==> config.mk <==
export PLATFORM = sky130hd
export DESIGN_NAME = ram_arbiter
export DESIGN_NICKNAME = d
export VERILOG_FILES = /design/src/rtl/ram_arbiter.sv
export SDC_FILE = /design/constraint.sdc
export NUM_CORES = 1
export LEC_CHECK = 0
export ABC_AREA = 1
export CAP_MARGIN = 20
export CORE_MARGIN = 3
export CORE_UTILIZATION = 39
export CTS_CLUSTER_DIAMETER = 60
export DETAILED_ROUTE_END_ITERATION = 10
export PLACE_DENSITY_LB_ADDON = 0.08
export SYNTH_ARGS = -nofsm -noshare
export SYNTH_HDL_FRONTEND = slang
export SYNTH_SLANG_ARGS = --single-unit
==> constraint.sdc <==
create_clock -name clk -period 1.35 [get_ports clk]
set_input_delay 0.2025 -clock clk [delete_from_list [all_inputs] [get_ports clk]]
set_output_delay 0.2025 -clock clk [all_outputs]
set_load 0.01 [all_outputs]
==> src/rtl/ram_arbiter.sv <==
`timescale 1ns/1ps
// ram_arbiter
// Two-port arbiter and cycle sequencer for the external asynchronous SRAM.
// The host register interface (read/write) and the MP3 data feeder
// (read-only) share one SRAM bus. Each access runs IDLE -> SETUP ->
// STROBE (ACCESS_CYCLES clocks) -> HOLD, and the owner gets a one-cycle ack
// in HOLD.
//
// Parameters:
//   ADDR_WIDTH    SRAM word address width
//   DATA_WIDTH    SRAM data width
//   ACCESS_CYCLES nOE/nWE low time in clocks, legal 1..8
//
// Ports:
//   clk, nReset                 clock, asynchronous active-low reset
//   host_req/write/addr/wdata   host request (held until host_ack)
//   host_ack, host_rdata        host completion pulse, last host read data
//   mp3_req/addr                feeder read request (held until mp3_ack)
//   mp3_ack, mp3_rdata          feeder completion pulse, last feeder read data
//   ram_addr, ram_wdata         SRAM address and write data
//   ram_oe                      1 = drive ram_wdata onto the SRAM data pins
//   ram_rdata                   SRAM data pins, input side
//   ram_nCE, ram_nOE, ram_nWE   active-low SRAM strobes
//
// Build option:
//   ARBITER_ROUND_ROBIN_EN  defined: round-robin between the two ports via a
//                           1-bit priority pointer. Undefined: host always
//                           wins over mp3.
module ram_arbiter #(
   parameter int unsigned ADDR_WIDTH    = 19,
   parameter int unsigned DATA_WIDTH    = 16,
   parameter int unsigned ACCESS_CYCLES = 2
) (
   input  logic                  clk,
   input  logic                  nReset,
   input  logic                  host_req,
   input  logic                  host_write,
   input  logic [ADDR_WIDTH-1:0] host_addr,
   input  logic [DATA_WIDTH-1:0] host_wdata,
   output logic                  host_ack,
   output logic [DATA_WIDTH-1:0] host_rdata,
   input  logic                  mp3_req,
   input  logic [ADDR_WIDTH-1:0] mp3_addr,
   output logic                  mp3_ack,
   output logic [DATA_WIDTH-1:0] mp3_rdata,
   output logic [ADDR_WIDTH-1:0] ram_addr,
   output logic [DATA_WIDTH-1:0] ram_wdata,
   output logic                  ram_oe,
   input  logic [DATA_WIDTH-1:0] ram_rdata,
   output logic                  ram_nCE,
   output logic                  ram_nOE,
   output logic                  ram_nWE
);

   typedef enum logic [1:0] {IDLE, SETUP, STROBE, HOLD} state_t;

   localparam logic [2:0] CNT_LOAD = 3'(ACCESS_CYCLES - 1);

   state_t     state;
   logic       owner_mp3;
   logic       is_write;
   logic [2:0] cnt;
   logic       any_req;
   logic       grant_mp3;

`ifdef ARBITER_ROUND_ROBIN_EN
   logic       prio_mp3;

   // The pointer only matters when both ports are requesting.
   always_comb begin
      any_req   = host_req | mp3_req;
      grant_mp3 = mp3_req & (~host_req | prio_mp3);
   end
`else
   always_comb begin
      any_req   = host_req | mp3_req;
      grant_mp3 = mp3_req & ~host_req;
   end
`endif

   always_ff @(posedge clk or negedge nReset) begin
      if (!nReset) begin
         state      <= IDLE;
         owner_mp3  <= 1'b0;
         is_write   <= 1'b0;
         cnt        <= '0;
         ram_addr   <= '0;
         ram_wdata  <= '0;
         ram_oe     <= 1'b0;
         ram_nCE    <= 1'b1;
         ram_nOE    <= 1'b1;
         ram_nWE    <= 1'b1;
         host_ack   <= 1'b0;
         mp3_ack    <= 1'b0;
         host_rdata <= '0;
         mp3_rdata  <= '0;
`ifdef ARBITER_ROUND_ROBIN_EN
         prio_mp3   <= 1'b0;
`endif
      end else begin
         host_ack <= 1'b0;
         mp3_ack  <= 1'b0;
         case (state)
            IDLE: begin
               if (any_req) begin
                  owner_mp3 <= grant_mp3;
                  is_write  <= ~grant_mp3 & host_write;
                  ram_addr  <= grant_mp3 ? mp3_addr : host_addr;
                  if (!grant_mp3)
                     ram_wdata <= host_wdata;
                  ram_nCE   <= 1'b0;
                  ram_oe    <= ~grant_mp3 & host_write;
                  state     <= SETUP;
`ifdef ARBITER_ROUND_ROBIN_EN
                  prio_mp3  <= ~prio_mp3;
`endif
               end
            end
            SETUP: begin
               cnt     <= CNT_LOAD;
               ram_nOE <= is_write;
               ram_nWE <= ~is_write;
               state   <= STROBE;
            end
            STROBE: begin
               if (cnt == 3'd0) begin
                  // Final strobe edge: capture read data and raise the ack so
                  // it is visible during HOLD.
                  ram_nOE <= 1'b1;
                  ram_nWE <= 1'b1;
                  if (!is_write) begin
                     if (owner_mp3)
                        mp3_rdata <= ram_rdata;
                     else
                        host_rdata <= ram_rdata;
                  end
                  if (owner_mp3)
                     mp3_ack <= 1'b1;
                  else
                     host_ack <= 1'b1;
                  state <= HOLD;
               end else begin
                  cnt <= cnt - 3'd1;
               end
            end
            HOLD: begin
               ram_nCE <= 1'b1;
               ram_oe  <= 1'b0;
               state   <= IDLE;
            end
            default: state <= IDLE;
         endcase
      end
   end

   // Configuration sanity check; the strobe counter is only 3 bits wide.
   always_ff @(posedge clk) begin
      assert (ACCESS_CYCLES >= 1 && ACCESS_CYCLES <= 8)
         else $error("ram_arbiter: ACCESS_CYCLES=%0d outside 1..8", ACCESS_CYCLES);
   end

endmodule

==> out/summary.txt <==
Syn-to-layout area delta: 55.9%
H-tree Lvls: 3
r2r setup slk: 0.05 ns
DR vias/cell: 4.45
first-pass GRT wire length: 15900 um
Seq/Total Area, Yosys: 54.2%
Power Total: 12.1 mW
initial antenna violation count: 0
Yosys warnings: 0
Detailed Route Iter0 Violations: 134
Yosys top cell area share: 52.0%
f_max: 0.768 GHz
dominant cells by area after synthesis: dfrtp_1, nand2_1, inv_1
status: finished, final reports clean
DP HPWL: 7310 um
GRT Total Usage: 19.1%
Netlist cell types: 20
CP Buf/Inv Count: 3
CTS Buf Count: 9
drt drc: 0
Finish-stage setup viols: 0
register area: 0.00201 mm^2
Initial Util: 41.2%
Critical Path Max Stage Delay: 0.39 ns
min-delay worst type: in2async
CP Cell Sequence: inv_2, ha_4, buf_4, nand3_2, buf_12, nand2_1, nand2_1
Routed Antenna Nets: 0
diode count: 0
final hold vios: 0
R2R cell count: 7
Die W: 103 um
Clock transition at path regs: 0.08 ns
CTS root buffer: clkbuf_8
dominant cell type by area after synthesis: dfrtp_1
Util after Layout: 64.3%
Leak: 3.21 nW
min cycle time layout: 1.30 ns
Net count, final: 719
GRT overflow: 0
Multi-input gate area: 0.00142 mm^2
reg-to-reg endpoint: host_rdata[13]
routed vias: 3419
Max-cap violations: 0
Tcrit/Tclk final: 96.4%
Clock Latency Late Sink: 0.34 ns
critical path's top delay family: buffers and inverters
Power Density: 2100 mW/mm^2
reg2reg start: state[0]
Mapped Area: 0.00370 mm^2
fraction of layout cells with a size suffix above 1: 11.4%
CP required: 1.58 ns
DRT Pass-1 Iters: 4
CP arrival: 1.53 ns
Fill cells: 815
RSZ-0062 raised after global routing: yes
Critical Path Start: state[0]
CP Launch Type: flop
peak supply drop: 1100 uV
Die Y: 103 um
critical path class: reg2reg
maximum number of pins on one net before global-route repair: 47
mean post-synth cell area: 7.94 um^2
Slew @ Worst Pin: 0.254 ns
final wirelength: 9980 um
I/O Buffers: 147
vias in the first global route: 3454
Cell Rows: 34
die area: 0.0107 mm^2
CP max stage cell: dfrtp_1
I/O pins: 148
Placer Congestion: 0.837
Avg WL per Cell: 13.0 um
CP max FO: 16
CP most frequent cell: nand2_1
FF+latch count, synth: 80
Clock Path Buffers: 2
clock skew: 0.00993 ns
Pins Over Slew Limit: 0
slew margin rel.: 83.1%
Core Region: 0.00898 mm^2
post-synthesis cell count: 466
clk sink count: 80
Synth Net Count: 548
CTS tree: done
Worst Setup End Kind: flop
[what timing repair did]
item / CTS / global route
pin swaps: 0 / 5
setup endpoints to repair: 144 / 80
gates resized for setup: 85 / 22
hold endpoints to repair: 15 / 0
hold buffers: 1 / 0
setup buffers: 1 / 1
cloned: 0 / 0
[sequential cells by signal (all words and copies together) (netlist names), 2 cells and up]
signal / cells
ram_wdata: 16
state: 2
cnt: 3
mp3_rdata: 16
ram_addr: 19
host_rdata: 16
[synthesized netlist by cell type]
| cell | number |
|---|---|
| nor2_1 | 5 |
| dfstp_2 | 3 |
| dfrtp_1 | 77 |
| ha_1 | 7 |
| buf_4 | 2 |
| nor2_4 | 2 |
| xor2_1 | 1 |
| o21bai_1 | 16 |
| buf_2 | 12 |
| inv_2 | 3 |
| nand3b_1 | 1 |
| buf_6 | 1 |
| nand3_2 | 2 |
| nand2_1 | 217 |
| clkbuf_1 | 2 |
| nand2_2 | 1 |
| or2_2 | 1 |
| inv_1 | 69 |
| o21ai_0 | 3 |
| nand3_1 | 41 |
[cells in the final DEF (no fill, tap or decap), types with 2 or more instances in the layout]
cell type | Yosys | final
inv_1 | 69 | 65
nand3_2 | 2 | 2
ha_4 | 0 | 3
buf_4 | 2 | 19
ha_1 | 7 | 4
o21bai_4 | 0 | 2
clkbuf_8 | 0 | 9
dfrtp_1 | 77 | 77
buf_6 | 1 | 6
bufinv_16 | 0 | 3
nand2_2 | 1 | 3
nor2_4 | 2 | 2
clkbuf_2 | 0 | 3
dlygate4sd2_1 | 0 | 70
inv_4 | 0 | 2
dfstp_2 | 3 | 3
nor2_1 | 5 | 4
clkdlybuf4s50_1 | 0 | 73
o21ai_0 | 3 | 2
o21bai_1 | 16 | 14
buf_12 | 0 | 5
inv_2 | 3 | 5
nand2_1 | 217 | 214
nand3_1 | 41 | 40
clkbuf_1 | 2 | 2
[cells by family after synthesis]
family | synth area share, %
XOR/XNOR | 0.237
adder cells (fa/ha/maj) | 2.37
flip-flops | 54.2
AO/OA/AOI/OAI | 3.65
AND/OR/NAND/NOR | 29.7
buffers and inverters | 9.83
[power by group]
| group | switching (mW) | internal [mW] | total [mW] |
|---|---|---|---|
| clock network | 0.844 | 1.23 | 2.08 |
| registers | 0.620 | 3.57 | 4.19 |
| logic | 3.11 | 2.73 | 5.84 |
| total | 4.57 | 7.54 | 12.1 |
[metal layers]
metal | GRT usage, % | up-vias | routed length [um]
met2 | 32.5 | 88 | 4960
li1 | - | 1737 | -
met1 | 24.7 | 1588 | 4340
met5 | 0 | - | 0
met4 | 4.18 | 0 | 69
met3 | 4.63 | 6 | 607
[stage by stage]
stage               hold slack (ns)  setup slack [ns]  cells  setup TNS (ns)  cell area [um^2]
floorplan                   -0.0931            0.0110    466               0              3710
global placement             0.0877           -0.0866    749           -3.06              5500
detailed placement           0.0891           -0.0963    749           -4.45              5500
CTS                           0.259           0.00282    767               0              5690
global route                  0.286           -0.0506    768          -0.569              5770
finish                        0.272            0.0485    768               0              5770
[worst max-delay path by stage]
stage / slack (ns) / depth (start not counted) / end
global route: -0.05 / 8 / cnt[1]
CTS: 0.003 / 6 / mp3_rdata[5]
global placement: -0.09 / 6 / ram_oe
detailed placement: -0.1 / 6 / host_rdata[13]
finish: 0.05 / 7 / host_rdata[13]
floorplan: 0.01 / 6 / mp3_rdata[10]
[cell type report]
class	count	share of cell area [%]
clock buffers	11	2.28
multi-input cells	297	24.6
clock inverters	5	1.80
repair buffers	177	29.1
inverters	72	4.77
flip-flops and latches	80	34.7
well taps	126	2.73
No activity file was read; power rests on OpenSTA's default activity.
